<file path="config.mk">
export PLATFORM = sky130hd
export DESIGN_NAME = fix_field_parser
export DESIGN_NICKNAME = d
export VERILOG_FILES = /design/src/rtl/fix_pkg.sv /design/src/rtl/fix_ascii_to_bin.sv /design/src/rtl/fix_field_parser.sv
export SDC_FILE = /design/constraint.sdc
export NUM_CORES = 1
export LEC_CHECK = 0
export BUFFER_PORTS_ARGS = -buffer_cell sky130_fd_sc_hd__clkbuf_2
export CAP_MARGIN = 40
export CORE_AREA = 2 2 191 193
export CTS_CLUSTER_DIAMETER = 30
export DETAILED_ROUTE_END_ITERATION = 16
export DIE_AREA = 0 0 193 195
export PLACE_DENSITY = 0.75
export SYNTH_ARGS = -nofsm -noshare
export SYNTH_HDL_FRONTEND = slang
export SYNTH_HIERARCHICAL = 1
export SYNTH_SLANG_ARGS = --single-unit
</file>
<file path="constraint.sdc">
create_clock -name clk -period 3.1 [get_ports clk]
set_clock_uncertainty 0.1 [all_clocks]
set_input_delay 0.155 -clock clk [delete_from_list [all_inputs] [get_ports clk]]
set_output_delay 0.155 -clock clk [all_outputs]
set_load 0.02 [all_outputs]
</file>
<file path="src/rtl/fix_pkg.sv">
// fix_pkg: constants, error codes and state encoding shared by the FIX receive path.
package fix_pkg;

  localparam logic [7:0] SOH      = 8'h01;
  localparam logic [7:0] ASCII_EQ = 8'h3D;
  localparam logic [7:0] ASCII_0  = 8'h30;
  localparam logic [7:0] ASCII_9  = 8'h39;

  // Tags are right-aligned ASCII, first character most significant.
  localparam logic [31:0] T_BEGINSTRING = 32'h0000_0038;
  localparam logic [31:0] T_BODYLENGTH  = 32'h0000_0039;
  localparam logic [31:0] T_CHECKSUM    = 32'h0000_3130;

  typedef enum logic [2:0] {
    E_NONE         = 3'd0,
    E_BAD_TAG_CHAR = 3'd1,
    E_TAG_OVF      = 3'd2,
    E_VAL_OVF      = 3'd3,
    E_EMPTY        = 3'd4,
    E_CHECKSUM     = 3'd5,
    E_BODYLEN      = 3'd6,
    E_CHK_FMT      = 3'd7
  } err_code_t;

  typedef enum logic [2:0] {
    S_IDLE  = 3'd0,
    S_TAG   = 3'd1,
    S_VAL   = 3'd2,
    S_EMIT  = 3'd3,
    S_DRAIN = 3'd4
  } state_t;

  function automatic logic is_digit(input logic [7:0] b);
    return (b >= ASCII_0) && (b <= ASCII_9);
  endfunction

endpackage

</file>
<file path="src/rtl/fix_ascii_to_bin.sv">
// fix_ascii_to_bin: serial ASCII decimal accumulator; flags any non-digit seen since the last clear.
module fix_ascii_to_bin
  import fix_pkg::*;
(
  input  logic        clk,
  input  logic        rst,
  input  logic        clear,
  input  logic        digit_valid,
  input  logic [7:0]  digit,
  output logic [16:0] value,
  output logic        nondigit
);

  logic [7:0] digit_bin;

  always_comb digit_bin = digit - ASCII_0;

  always_ff @(posedge clk) begin
    if (rst || clear) begin
      value    <= 17'd0;
      nondigit <= 1'b0;
    end else if (digit_valid) begin
      if (is_digit(digit)) begin
        value <= value * 17'd10 + {9'd0, digit_bin};
      end else begin
        nondigit <= 1'b1;
      end
    end
  end

endmodule

</file>
<file path="src/rtl/fix_field_parser.sv">
// fix_field_parser: splits a FIX byte stream into tag/value fields and verifies the CheckSum trailer.
// Define FIX_BODYLEN_CHECK_EN to also verify BodyLength (tag 9) against the counted body bytes.
module fix_field_parser
  import fix_pkg::*;
#(
  parameter int VALUE_WIDTH = 256,
  parameter int SIZE        = 64
) (
  input  logic                   clk,
  input  logic                   rst,
  input  logic [7:0]             rx_data_i,
  input  logic                   rx_valid_i,
  output logic                   rx_ready_o,
  output logic [31:0]            tag_o,
  output logic [4:0]             t_size_o,
  output logic [VALUE_WIDTH-1:0] val_o,
  output logic [SIZE-1:0]        v_size_o,
  output logic                   field_valid_o,
  input  logic                   field_ready_i,
  output logic                   last_o,
  output logic                   chk_ok_o,
  output logic                   err_valid_o,
  output logic [2:0]             err_code_o
);

  localparam int MAX_VLEN = VALUE_WIDTH / 8;

  state_t     state;
  logic       at_field_start;
  logic [7:0] sum;
  logic [7:0] sum_commit;

  logic       accept, is_soh, is_eq, msg_start, val_start, val_digit, tag_is_10;
  logic       last_fmt_ok, last_sum_ok, bodylen_bad;
  err_code_t  byte_err, last_err;
  logic [16:0] chk_value;
  logic        chk_nondigit;

  always_comb begin
    accept    = rx_valid_i && rx_ready_o;
    is_soh    = (rx_data_i == SOH);
    is_eq     = (rx_data_i == ASCII_EQ);
    msg_start = accept && (state == S_IDLE) && at_field_start && (rx_data_i == T_BEGINSTRING[7:0]);
    val_start = accept && (state == S_TAG) && is_eq;
    val_digit = accept && (state == S_VAL) && !is_soh;
    tag_is_10 = (t_size_o == 5'd2) && (tag_o == T_CHECKSUM);
  end

  // Per-byte framing errors; these abandon the field and drain to the next SOH.
  always_comb begin
    byte_err = E_NONE;
    if (accept && (state == S_TAG)) begin
      if (is_digit(rx_data_i)) begin
        byte_err = (t_size_o == 5'd4) ? E_TAG_OVF : E_NONE;
      end else if (is_eq) begin
        byte_err = (t_size_o == 5'd0) ? E_EMPTY : E_NONE;
      end else begin
        byte_err = E_BAD_TAG_CHAR;
      end
    end else if (accept && (state == S_VAL)) begin
      if (is_soh) begin
        byte_err = (v_size_o == {SIZE{1'b0}}) ? E_EMPTY : E_NONE;
      end else begin
        byte_err = (v_size_o == SIZE'(MAX_VLEN)) ? E_VAL_OVF : E_NONE;
      end
    end else begin
      byte_err = E_NONE;
    end
  end

  fix_ascii_to_bin u_chk_dec (
    .clk(clk), .rst(rst), .clear(val_start), .digit_valid(val_digit),
    .digit(rx_data_i), .value(chk_value), .nondigit(chk_nondigit)
  );

  // Trailer verdict, evaluated while the CheckSum field's SOH is accepted; sum_commit still covers the preceding SOH.
  always_comb begin
    last_fmt_ok = (v_size_o == SIZE'(3)) && !chk_nondigit;
    last_sum_ok = ((chk_value & 17'h000FF) == {9'd0, sum_commit});
    if (!last_fmt_ok) begin
      last_err = E_CHK_FMT;
    end else if (!last_sum_ok) begin
      last_err = E_CHECKSUM;
    end else if (bodylen_bad) begin
      last_err = E_BODYLEN;
    end else begin
      last_err = E_NONE;
    end
  end

`ifdef FIX_BODYLEN_CHECK_EN
  logic        tag_is_9, bl_active, bl_fmt_ok, bl_nondigit;
  logic [16:0] bl_dec_value, bl_value, bl_count, bl_commit;

  fix_ascii_to_bin u_bodylen_dec (
    .clk(clk), .rst(rst), .clear(val_start), .digit_valid(val_digit),
    .digit(rx_data_i), .value(bl_dec_value), .nondigit(bl_nondigit)
  );

  always_comb tag_is_9 = (t_size_o == 5'd1) && (tag_o == T_BODYLENGTH);

  // bl_commit counts from the byte after tag 9's SOH through the most recent SOH.
  always_ff @(posedge clk) begin
    if (rst || msg_start) begin
      bl_active <= 1'b0;
      bl_fmt_ok <= 1'b0;
      bl_value  <= 17'd0;
      bl_count  <= 17'd0;
      bl_commit <= 17'd0;
    end else if (accept && (state == S_VAL) && is_soh && tag_is_9) begin
      bl_active <= 1'b1;
      bl_fmt_ok <= (v_size_o <= SIZE'(5)) && !bl_nondigit;
      bl_value  <= bl_dec_value;
      bl_count  <= 17'd0;
    end else if (accept && bl_active) begin
      bl_count <= bl_count + 17'd1;
      if (is_soh) begin
        bl_commit <= bl_count + 17'd1;
      end
    end
  end

  always_comb bodylen_bad = bl_active && (!bl_fmt_ok || (bl_value != bl_commit));
`else
  always_comb bodylen_bad = 1'b0;
`endif

  always_ff @(posedge clk) begin
    if (rst) begin
      state          <= S_IDLE;
      at_field_start <= 1'b1;
      sum            <= 8'd0;
      sum_commit     <= 8'd0;
      rx_ready_o     <= 1'b1;
      tag_o          <= 32'd0;
      t_size_o       <= 5'd0;
      val_o          <= {VALUE_WIDTH{1'b0}};
      v_size_o       <= {SIZE{1'b0}};
      field_valid_o  <= 1'b0;
      last_o         <= 1'b0;
      chk_ok_o       <= 1'b0;
      err_valid_o    <= 1'b0;
      err_code_o     <= 3'd0;
    end else begin
      err_valid_o <= 1'b0;
      if (accept) begin
        at_field_start <= is_soh;
        sum            <= sum + rx_data_i;
      end
      if (byte_err != E_NONE) begin
        err_valid_o <= 1'b1;
        err_code_o  <= byte_err;
        state       <= is_soh ? S_IDLE : S_DRAIN;
      end else begin
        case (state)
          S_IDLE: begin
            if (msg_start) begin
              state    <= S_TAG;
              sum      <= rx_data_i;
              tag_o    <= {24'd0, rx_data_i};
              t_size_o <= 5'd1;
            end
          end
          S_TAG: begin
            if (accept) begin
              if (is_eq) begin
                state    <= S_VAL;
                val_o    <= {VALUE_WIDTH{1'b0}};
                v_size_o <= {SIZE{1'b0}};
              end else begin
                tag_o    <= {tag_o[23:0], rx_data_i};
                t_size_o <= t_size_o + 5'd1;
              end
            end
          end
          S_VAL: begin
            if (accept) begin
              if (is_soh) begin
                state         <= S_EMIT;
                rx_ready_o    <= 1'b0;
                field_valid_o <= 1'b1;
                last_o        <= tag_is_10;
                sum_commit    <= sum + rx_data_i;
                if (tag_is_10) begin
                  chk_ok_o    <= last_fmt_ok && last_sum_ok;
                  err_valid_o <= (last_err != E_NONE);
                  err_code_o  <= last_err;
                end
              end else begin
                val_o    <= {val_o[VALUE_WIDTH-9:0], rx_data_i};
                v_size_o <= v_size_o + SIZE'(1);
              end
            end
          end
          S_EMIT: begin
            if (field_ready_i) begin
              state         <= last_o ? S_IDLE : S_TAG;
              rx_ready_o    <= 1'b1;
              field_valid_o <= 1'b0;
              last_o        <= 1'b0;
              chk_ok_o      <= 1'b0;
              tag_o         <= 32'd0;
              t_size_o      <= 5'd0;
            end
          end
          S_DRAIN: begin
            if (accept && is_soh) begin
              state <= S_IDLE;
            end
          end
          default: state <= S_IDLE;
        endcase
      end
    end
  end

endmodule

</file>
==> metrics.md, run 1 <==
| Metric | Value |
|---|---|
| Status | complete, no violations |
| DRT iter0 DRCs | 1243 |
| Slew Limit Fails | 0 |
| Drt first pass iters | 5 |
| Achievable frequency | 0.336 GHz |
| Worst VDD drop | 811 µV |
| Power Dens Cells | 669 nW/µm² |
| Total grt overflow | 0 |
| Critical-path maximum fanout | 60 |
| Detailed-placement wirelength estimate | 34500 µm |
| Drt total wl | 52300 µm |
| Routed length per instance | 17.5 µm |
| DIE WIDTH | 193 µm |
| Initial antenna violation count | 0 |
| Die area | 37600 µm² |
| Crit path time final | 2.98 ns |
| Mapped Nets | 2090 |
| Clock latency on the worst-skew pair | 0.59 ns |
| Critical path cell sequence | dlygate4sd3_1 -> clkbuf_2 -> or4_1 -> or3_1 -> a211o_1 -> o21ai_4 -> buf_12 -> buf_16 -> nor4_1 -> xnor2_1 -> nor2_1 |
| CP peak stage delay | 0.60 ns |
| WP data required | 3.45 ns |
| Overall fraction of global-route tracks in use | 25.8% |
| Ports | 377 |
| Slew HR | 50.3% |
| HP Start | rx_valid_i |
| Routability cong. | 0.894 |
| RSZ-0062 raised after global routing | false |
| Launching point of the worst reg2reg path | state[1] |
| Endpoints failing setup | 0 |
| Clk buf depth | 3 |
| Antenna viol nets, final | 0 |
| Clock root cell | clkbuf_16 |
| Dpl cell area | 18700 µm² |
| Port Buffers | 376 |
| Vias in the first global route | 15402 |
| Share of post-route cells with drive strength above 1 | 24.6% |
| Die Ht | 195 µm |
| Worst Path Arrival | 3.33 ns |
| Design area | 21900 µm² |
| Critical path capture point type | register |
| MaxCap Viol Count | 0 |
| Worst Setup Path Type | in -> reg |
| Hold Path Class | in -> reg |
| Mapped Cells | 2046 |
| First-pass GRT wire length | 78700 µm |
| Synthesized area | 16100 µm² |
| Leak | 0.00876 µW |
| Area of the core | 35400 µm² |
| Via Count | 16418 |
| R2R setup slack | 0.12 ns |
| Clock H-tree levels | 3 |
| Largest net degree at the start of global routing | 188 |
| Initial Util | 45.5% |
| Via/cell ratio | 5.50 |
| DRC | 0 |
| Critical path launch point type | primary input |
| Fin. Hold Viols | 0 |
| Clock transition at the registers of the reported paths | 0.04 ns |
| Core Rows | 69 |
| CTS tree | done |
| # diodes | 0 |
| Num CTS Buffers | 83 |
| Hold endpoint | sum[6] |
| Total Nets Final | 2501 |
| Avg Inst Size Synth | 7.87 µm² |
| Worst r2r path cells | 7 |
| Area delta synth->final | 36.1% |
| Crit path max-delay cell type | or4_1 |
| Worst-margin pin slew | 0.746 ns |
| RR Endpoint | v_size_o[55] |
| Final worst-path cycle share | 96.0% |
| Post-route setup TNS | 0 ns |
| Hold path depth | 5 |
| CTS Sinks | 394 |
| Ys Warns | 6 |
-- timing repair --
action	in CTS	in global routing
gates resized for setup	0	12
hold endpoints to repair	19	0
hold buffers	10	0
endpoints found under the setup margin	0	128
buffers inserted	0	1
-- cell type report --
type	count	area, µm²
fill	2940	13500
sequential	394	7890
multi-input combinational	1482	7620
timing repair buffer	460	2720
clock buffer	100	2250
clock inverter	53	729
tap	461	577
inverter	36	135
-- layer usage --
| layer | wire, µm | GRT usage, % | vias up |
|---|---|---|---|
| met4 | 2500 | 13.5 | 0 |
| met5 | 0 | 0 | - |
| met2 | 24600 | 42.7 | 770 |
| li1 | - | - | 7781 |
| met1 | 19900 | 29.6 | 7707 |
| met3 | 5230 | 8.36 | 160 |
-- placed cells by master, fill, tap and decap left out, types with 8 or more instances in the layout --
master,count
or3_1,18
nor4_1,43
xor2_1,33
clkbuf_2,376
nand3_1,68
clkinvlp_4,15
nand4_1,37
bufinv_16,13
buf_12,8
xnor2_1,29
nand2b_1,10
clkbuf_8,9
o21ai_0,38
dfxtp_1,394
and3_1,12
clkinv_2,9
ha_1,29
inv_1,35
a21oi_1,328
dlygate4sd3_1,10
buf_4,59
clkbuf_16,87
nor3_1,24
nand2_1,595
nor2_1,101
-- worst max-delay path: cells and delay by family --
family / cells / cell delay (ns)
AOI/OAI and AO/OA: 2 / 0.54
xor gates and xnor gates: 1 / 0.17
buffers and inverters: 4 / 1.22
and+or+nand+nor: 4 / 1.20
-- stage by stage --
step           total power [µW]  hold slack (ns)  utilization [%]  cells  setup WS, ns
2_1_floorplan              5390            0.185                -   2046         0.247
3_3_place_gp               5480            0.342             52.9   2819        0.0874
3_5_place_dp               5490            0.350             52.9   2819        0.0290
4_1_cts                   14800           0.0660             61.6   2982       0.00130
5_1_grt                   15100            0.124             61.9   2986       0.00667
6_report                  14700            0.110             61.9   2986         0.123
-- registers in the layout, summed over array words and instances (netlist names) --
signal              count
rx_ready_o              1
err_valid_o             1
val_o                 256
tag_o                  32
err_code_o              3
sum                     8
state                   3
t_size_o                5
field_valid_o           1
u_chk_dec/nondigit      1
at_field_start          1
sum_commit              8
v_size_o               64
u_chk_dec/value         8
chk_ok_o                1
last_o                  1
-- report_power, final --
group / switching (µW) / internal (µW)
clock network: 2950 / 6310
logic: 202 / 108
registers: 7.41 / 5090
total: 3160 / 11500
-- how the worst max path moves through the flow --
stage / endpoint / from / slack (ns) / depth (start not counted)
after floorplan: v_size_o[45] / state[0] / 0.25 / 8
after global placement: v_size_o[33] / rx_data_i[1] / 0.09 / 10
after detailed placement: v_size_o[31] / rx_data_i[1] / 0.03 / 10
after CTS: v_size_o[31] / v_size_o[44] / 0.001 / 9
after global routing: t_size_o[4] / rx_data_i[1] / 0.007 / 9
final: v_size_o[31] / rx_data_i[1] / 0.12 / 11
Note: power is estimated with default switching activity, not from simulation.
==> inputs of run 2 (changes only) <==
--- a/config.mk
+++ b/config.mk
@@ -11,6 +11,7 @@
 export CTS_CLUSTER_DIAMETER = 30
 export DETAILED_ROUTE_END_ITERATION = 16
 export DIE_AREA = 0 0 193 195
+export GPL_TIMING_DRIVEN = 0
 export PLACE_DENSITY = 0.75
 export SYNTH_ARGS = -nofsm -noshare
 export SYNTH_HDL_FRONTEND = slang
==> constraint.sdc (replaced) <==
create_clock -name clk -period 2.52 [get_ports clk]
set_clock_uncertainty 0.1 [all_clocks]
set_input_delay 0.126 -clock clk [delete_from_list [all_inputs] [get_ports clk]]
set_output_delay 0.126 -clock clk [all_outputs]
set_load 0.02 [all_outputs]
==> run 2 against run 1 <==
Largest cell class is now multi-input combinational cells. First-iteration DRC count up 36%. Utilization increased by 15 points. Final cell count up 6.0%. The flow now finishes with violations (negative setup slack).
==> metrics.md, run 2 (same netlist as run 1, synthesis figures left out) <==
| Metric | Value |
|---|---|
| Status | finished, violations left |
| Failing checks | negative setup slack |
| Num CTS Buffers | 82 (-1.2%) |
| Drt total wl | 75900 µm (+45%) |
| Critical-path maximum fanout | 10 (-83%) |
| Largest registers | val_o x256, v_size_o x64, tag_o x32 |
| Routed length per instance | 24.0 µm (+37%) |
| Hold Path Class | in -> reg |
| Total Nets Final | 2684 (+7.3%) |
| Slew HR | 47.5% (-2.8 points) |
| Pint | 14100 µW (+22%) |
| MaxCap Viol Count | 0 (unchanged) |
| Clk pwr share | 61.4% (-1.7 points) |
| Worst Setup Path Type | reg -> reg |
| Critical path launch point type | register |
| Port Buffers | 376 (unchanged) |
| Clock H-tree levels | 3 (unchanged) |
| Combinational share of power | 4.2% (+2.1 points) |
| Worst slack, placed | -1.13 ns (-1.16 ns) |
| DIE WIDTH | 193 µm (unchanged) |
| Sequential Power Share | 34.4% (-0.4 points) |
| Critical path cell sequence | nor4_1 -> nand4_1 -> or3_4 -> o21ai_4 -> buf_12 -> buf_12 -> buf_4 -> buf_6 -> nand2_1 -> a21oi_4 |
| Endpoints failing setup | 368 (+368) |
| Most flop-heavy register | val_o |
| HP Start | rx_data_i[6] |
| CP peak stage delay | 0.48 ns (-0.12 ns) |
| Clock transition at the registers of the reported paths | 0.05 ns (about the same) |
| Routability cong. | 0.947 (+6.0%) |
| Core Rows | 69 (unchanged) |
| Final setup margin | -0.438 ns (-0.560 ns) |
| Clock root cell | clkbuf_16 |
| Clock latency on the worst-skew pair | 0.59 ns (about the same) |
| Die Ht | 195 µm (unchanged) |
| CTS Sinks | 394 (unchanged) |
| Placed cells | 2883 (+2.3%) |
| Initial Util | 45.5% (unchanged) |
| CP delay by family, top | simple AND/OR/NAND/NOR gates |
| Initial antenna violation count | 4 (+4) |
| Drt first pass iters | 5 (unchanged) |
| Launching point of the worst reg2reg path | v_size_o[25] |
| Fin. Hold Viols | 0 (unchanged) |
| Largest net degree at the start of global routing | 12 (-94%) |
| Non-filler instance count after layout | 3164 (+6.0%) |
| Vias in the first global route | 18062 (+17%) |
| Total grt overflow | 0 (unchanged) |
| Final worst-path cycle share | 117% |
| Via/cell ratio | 6.07 (+10%) |
| Slew Limit Fails | 0 (unchanged) |
| Worst VDD drop | 734 µV (-9.6%) |
| Ports | 377 (unchanged) |
| Most used cell, CP | buf_12 |
| DRT iter0 DRCs | 1690 (+36%) |
| Detailed-placement wirelength estimate | 39000 µm (+13%) |
| Worst-margin pin slew | 0.777 ns (+0.0316 ns) |
| Commonest non-fill, non-tap cells in the layout | 532 x nand2_1, 386 x clkbuf_2, 350 x dfxtp_1 |
| DRC | 0 (unchanged) |
| Leak | 0.0105 µW (+19%) |
| P_sw | 4110 µW (+30%) |
| Area delta synth->final | 68.5% |
| Critical path capture point type | register |
| Crit path max-delay cell type | or3_4 |
| Worst setup path startpoint | v_size_o[25] |
| RSZ-0062 raised after global routing | true |
| Power Dens Cells | 671 nW/µm² (+0.31%) |
| Max reg flops | 256 (unchanged) |
| Most common cell after layout, fill and taps aside | nand2_1 |
| First-pass GRT wire length | 101000 µm (+28%) |
| Crit path time final | 2.96 ns |
| WP data required | 2.90 ns (-0.55 ns) |
| Worst Path Arrival | 3.33 ns (about the same) |
| Switch share | 22.6% (+1.1 points) |
| Antenna viol nets, final | 0 (unchanged) |
| Die area | 37600 µm² (unchanged) |
| Overall fraction of global-route tracks in use | 34.1% (+8.2 points) |
| Share of post-route cells with drive strength above 1 | 47.7% (+23 points) |
| CTS tree | done |
| Clk buf depth | 3 (unchanged) |
| Via Count | 19194 (+17%) |
| Area of the core | 35400 µm² (unchanged) |
| # diodes | 0 (unchanged) |
| Achievable frequency | 0.338 GHz |
| Crit path buf inv count | 4 (unchanged) |
-- run 2: path summary, 6_finish.rpt --
path	depth (start not counted)	end	slack (ns)
worst min register to register	2	sum[0]	0.36
worst max register to register	10	val_o[131]	-0.44
worst min-delay path	5	u_chk_dec/nondigit	0.05
worst max-delay path	10	val_o[131]	-0.44
-- run 2: power groups by stage --
stage               Clock (µW)  Sequential [µW]  Combinational [µW]
finish                   11200             6260                 767
detailed placement           0             6390                 354
CTS                      11000             6270                 740
floorplan                    0             6390                 241
global route             11500             6250                 797
global placement             0             6390                 343
-- run 2: per-layer routing --
layer	track usage (%)	share of wire, %	up-vias
li1	-	-	8163
met1	37.6	33	9126
met2	57.0	47	1426
met3	10.7	12	473
met4	20.5	7.8	6
met5	0	0.043	-
-- run 2: final cells by class --
class	count	area [µm²]
clock buffers	103	2190
fillers	1986	8260
multi-input cells	1482	10000
clock inverters	44	636
well taps	461	577
inverters	36	138
plain buffers	125	1530
repair buffers	519	4090
flip-flops and latches	394	7980
-- run 2: worst register-to-register path, cell delays in order (launching register included) --
cell and delay (ns):
dfxtp_1 0.44, nor4_1 0.32, nand4_1 0.28, or3_4 0.48
o21ai_4 0.22, buf_12 0.17, buf_12 0.15, buf_4 0.12
buf_6 0.13, nand2_1 0.11, a21oi_4 0.32
-- run 2: per-stage QoR --
| step | cell area, µm² | hold WS, ns | utilization, % | setup TNS, ns | power (µW) |
|---|---|---|---|---|---|
| after floorplan | 16200 | 0.156 | - | -0.764 | 6630 |
| after global placement | 18600 | 0.341 | 52.7 | -304.01 | 6730 |
| after detailed placement | 18600 | 0.353 | 52.7 | -308.10 | 6740 |
| after CTS | 24900 | 0.000985 | 70.4 | -44.06 | 18100 |
| after global routing | 27100 | 0.0647 | 76.7 | -61.66 | 18600 |
| final | 27100 | 0.0518 | 76.7 | -60.13 | 18200 |
-- run 2: repair_timing --
action | in CTS | in global routing
gates cloned | 43 | 18
gates resized for setup | 589 | 500
hold endpoints to repair | 18 | 0
endpoints found under the setup margin | 375 | 376
pin swaps | 43 | 148
setup buffers | 30 | 53
hold buffers | 10 | 0
==> inputs of run 3 (changes only) <==
--- a/config.mk
+++ b/config.mk
@@ -5,14 +5,14 @@
 export SDC_FILE = /design/constraint.sdc
 export NUM_CORES = 1
 export LEC_CHECK = 0
+export ABC_AREA = 1
 export BUFFER_PORTS_ARGS = -buffer_cell sky130_fd_sc_hd__clkbuf_2
 export CAP_MARGIN = 40
-export CORE_AREA = 2 2 191 193
+export CORE_AREA = 2 2 201 203
 export CTS_CLUSTER_DIAMETER = 30
 export DETAILED_ROUTE_END_ITERATION = 16
-export DIE_AREA = 0 0 193 195
-export GPL_TIMING_DRIVEN = 0
-export PLACE_DENSITY = 0.75
+export DIE_AREA = 0 0 203 205
+export PLACE_DENSITY = 0.77
 export SYNTH_ARGS = -nofsm -noshare
 export SYNTH_HDL_FRONTEND = slang
 export SYNTH_HIERARCHICAL = 1
==> run 3 against run 2 <==
The run now ends clean. Synthesized cell count increased by 26%. Sequential cell count unchanged. Hold slack improved by 0.019 ns. Maximum frequency increased by 18%. Register-to-register slack improved by 0.44 ns. Largest cell class unchanged.
==> metrics.md, run 3 <==
| Metric | Value |
|---|---|
| MaxCap Viol Count | 0 (unchanged) |
| Via/cell ratio | 5.73 (-5.5%) |
| Clock latency on the worst-skew pair | 0.61 ns (+0.02 ns) |
| RR Endpoint | u_chk_dec/value[7] |
| Leak | 0.0105 µW (about the same) |
| Clk buf depth | 3 (unchanged) |
| Max reg flops | 256 (unchanged) |
| DIE WIDTH | 203 µm (+5.2%) |
| Routability cong. | 1.02 (+7.4%) |
| Share of post-route cells with drive strength above 1 | 24.9% (-23 points) |
| Drt total wl | 69400 µm (-8.5%) |
| Worst VDD drop | 1050 µV (+43%) |
| Placed cells | 3422 (+19%) |
| # diodes | 0 (unchanged) |
| Via Count | 20776 (+8.2%) |
| Clock root cell | clkbuf_16 |
| Pint | 16100 µW (+15%) |
| R2R setup slack | 0.005 ns (+0.44 ns) |
| Die area | 41600 µm² (+11%) |
| Fin. Hold Viols | 0 (unchanged) |
| Met2 usage | 52.1% (-4.9 points) |
| WP data required | 2.92 ns (+0.02 ns) |
| Num CTS Buffers | 90 (+9.8%) |
| Total grt overflow | 0 (unchanged) |
| Achievable frequency | 0.398 GHz (+18%) |
| Most common cell after layout, fill and taps aside | nand2_1 |
| Sequential Power Share | 29.4% (-5.0 points) |
| Avg Inst Size Synth | 7.22 µm² (-8.2%) |
| Vias in the first global route | 19327 (+7.0%) |
| Drt first pass iters | 8 (+3) |
| Worst-margin pin slew | 0.772 ns (-0.00558 ns) |
| DRC | 0 (unchanged) |
| Clk pwr share | 55.0% (-6.4 points) |
| Total Nets Final | 3069 (+14%) |
| Critical-path maximum fanout | 3 (-7) |
| Switch share | 28.5% (+5.9 points) |
| Post-layout power | 22600 µW (+24%) |
| Power Dens Cells | 875 nW/µm² (+30%) |
| Initial Util | 47.2% (+1.7 points) |
| Clock H-tree levels | 3 (unchanged) |
| Status | complete, no violations |
| CTS tree | done |
| First-pass GRT wire length | 104000 µm (+3.1%) |
| Mapped Cells | 2570 (+26%) |
| Ports | 377 (unchanged) |
| Hold Path Class | in -> reg |
| Overall fraction of global-route tracks in use | 30.7% (-3.3 points) |
| Detailed-placement wirelength estimate | 44700 µm (+15%) |
| Final hold slack | 0.0707 ns (+0.0189 ns) |
| Met3 usage | 5.38% (-5.3 points) |
| Critical path capture point type | register |
| Critical path launch point type | register |
| Gr busiest metal | met2 |
| Core Rows | 73 (+5.8%) |
| Ys Warns | 6 (unchanged) |
| Routed length per instance | 19.2 µm (-20%) |
| Antenna viol nets, final | 0 (unchanged) |
| Largest net degree at the start of global routing | 168 (+156) |
| Mapped Nets | 2614 (+25%) |
| Commonest non-fill, non-tap cells in the layout | 579 x nand2_1, 391 x dfxtp_1, 375 x clkbuf_2 |
| Port Buffers | 376 (unchanged) |
| CTS Sinks | 394 (unchanged) |
| Area of the core | 39400 µm² (+11%) |
| Most flop-heavy register | val_o |
| Slew HR | 48.6% (+1.1 points) |
| Worst Setup EP | u_chk_dec/value[7] |
| Crit path time final | 2.51 ns (-0.443 ns) |
| P_sw | 6430 µW (+56%) |
| RSZ-0062 raised after global routing | true |
| Worst r2r path cells | 14 (+4) |
| Die Ht | 205 µm (+5.1%) |
| Met1 GRT Util | 38.2% (+0.65 points) |
| Non-filler instance count after layout | 3623 (+15%) |
| Synthesized area | 18600 µm² (+15%) |
| DRT iter0 DRCs | 1889 (+12%) |
| Largest registers | val_o x256, v_size_o x64, tag_o x32 |
| Slew Limit Fails | 0 (unchanged) |
| Initial antenna violation count | 0 (-4) |
| Worst Setup Path Type | reg -> reg |
| Launching point of the worst reg2reg path | u_chk_dec/value[3] |
| Final worst-path cycle share | 99.8% (-18 points) |
| Clock transition at the registers of the reported paths | 0.05 ns (about the same) |
| Finished Core Util | 65.6% (-11 points) |
| Area delta synth->final | 39.0% |
| Endpoints failing setup | 0 (-100%) |
| Worst setup path startpoint | u_chk_dec/value[3] |
| Worst Path Arrival | 2.91 ns (-0.42 ns) |
| Combinational share of power | 15.7% (+12 points) |
-- run 3: through the flow --
| stage | area (µm²) | setup WS [ns] | setup TNS, ns |
|---|---|---|---|
| finish | 25800 | 0.00529 | 0 |
| global route | 25800 | -0.0630 | -0.187 |
| CTS | 25200 | 0.00217 | 0 |
| detailed placement | 21700 | -0.0539 | -0.243 |
| global placement | 21700 | -0.0384 | -0.0384 |
| floorplan | 18600 | 0.00925 | 0 |
-- run 3: layout make-up --
| cell class | count | area [µm²] |
|---|---|---|
| clock inverters | 54 | 810 |
| flip-flops and latches | 394 | 7890 |
| multi-input cells | 1845 | 9430 |
| well taps | 525 | 657 |
| fillers | 3246 | 13600 |
| clock buffers | 111 | 2480 |
| repair buffers | 561 | 4010 |
| inverters | 133 | 519 |
-- run 3: metal layers --
metal / share of wire, % / vias to the layer above
met5: 0 / -
li1: - / 9693
met2: 48 / 1096
met1: 40 / 9775
met4: 4.3 / 0
met3: 7.4 / 212
-- run 3: how the worst min path moves through the flow --
stage          slack, ns                 end  cells after the start    startpoint
4_1_cts             0.03              sum[6]                      5    rx_valid_i
3_5_place_dp        0.36          val_o[250]                      2    val_o[250]
3_3_place_gp        0.35          val_o[250]                      2    val_o[250]
5_1_grt             0.09              sum[6]                      5    rx_valid_i
6_report            0.07              sum[6]                      5    rx_valid_i
2_1_floorplan       0.17  u_chk_dec/value[0]                      2  rx_data_i[0]
-- run 3: worst max-delay path, cell delays in order, from the launching register on --
cell,delay (ns)
dfxtp_2,0.33
ha_4,0.27
ha_4,0.14
inv_2,0.05
fa_2,0.53
inv_2,0.05
ha_4,0.22
buf_6,0.13
nand2_4,0.07
nor2_2,0.03
nand2_1,0.06
nand3_2,0.08
xor2_1,0.17
o21bai_1,0.14
inv_1,0.05
-- run 3: power by group through the flow --
| stage | Clock [µW] | Combinational (µW) | Sequential [µW] |
|---|---|---|---|
| floorplan | 0 | 1850 | 6900 |
| global placement | 0 | 2960 | 6730 |
| detailed placement | 0 | 3020 | 6730 |
| CTS | 12500 | 3100 | 6620 |
| global route | 12800 | 3800 | 6640 |
| finish | 12400 | 3530 | 6630 |
-- run 3: timing repair --
action                                  CTS  global route
resized for setup                        15            55
hold endpoints to repair                 39             0
gates cloned                              0            11
setup buffers                             1            14
endpoints found under the setup margin   15           365
pin swaps                                 8            13
hold buffers                             10             0
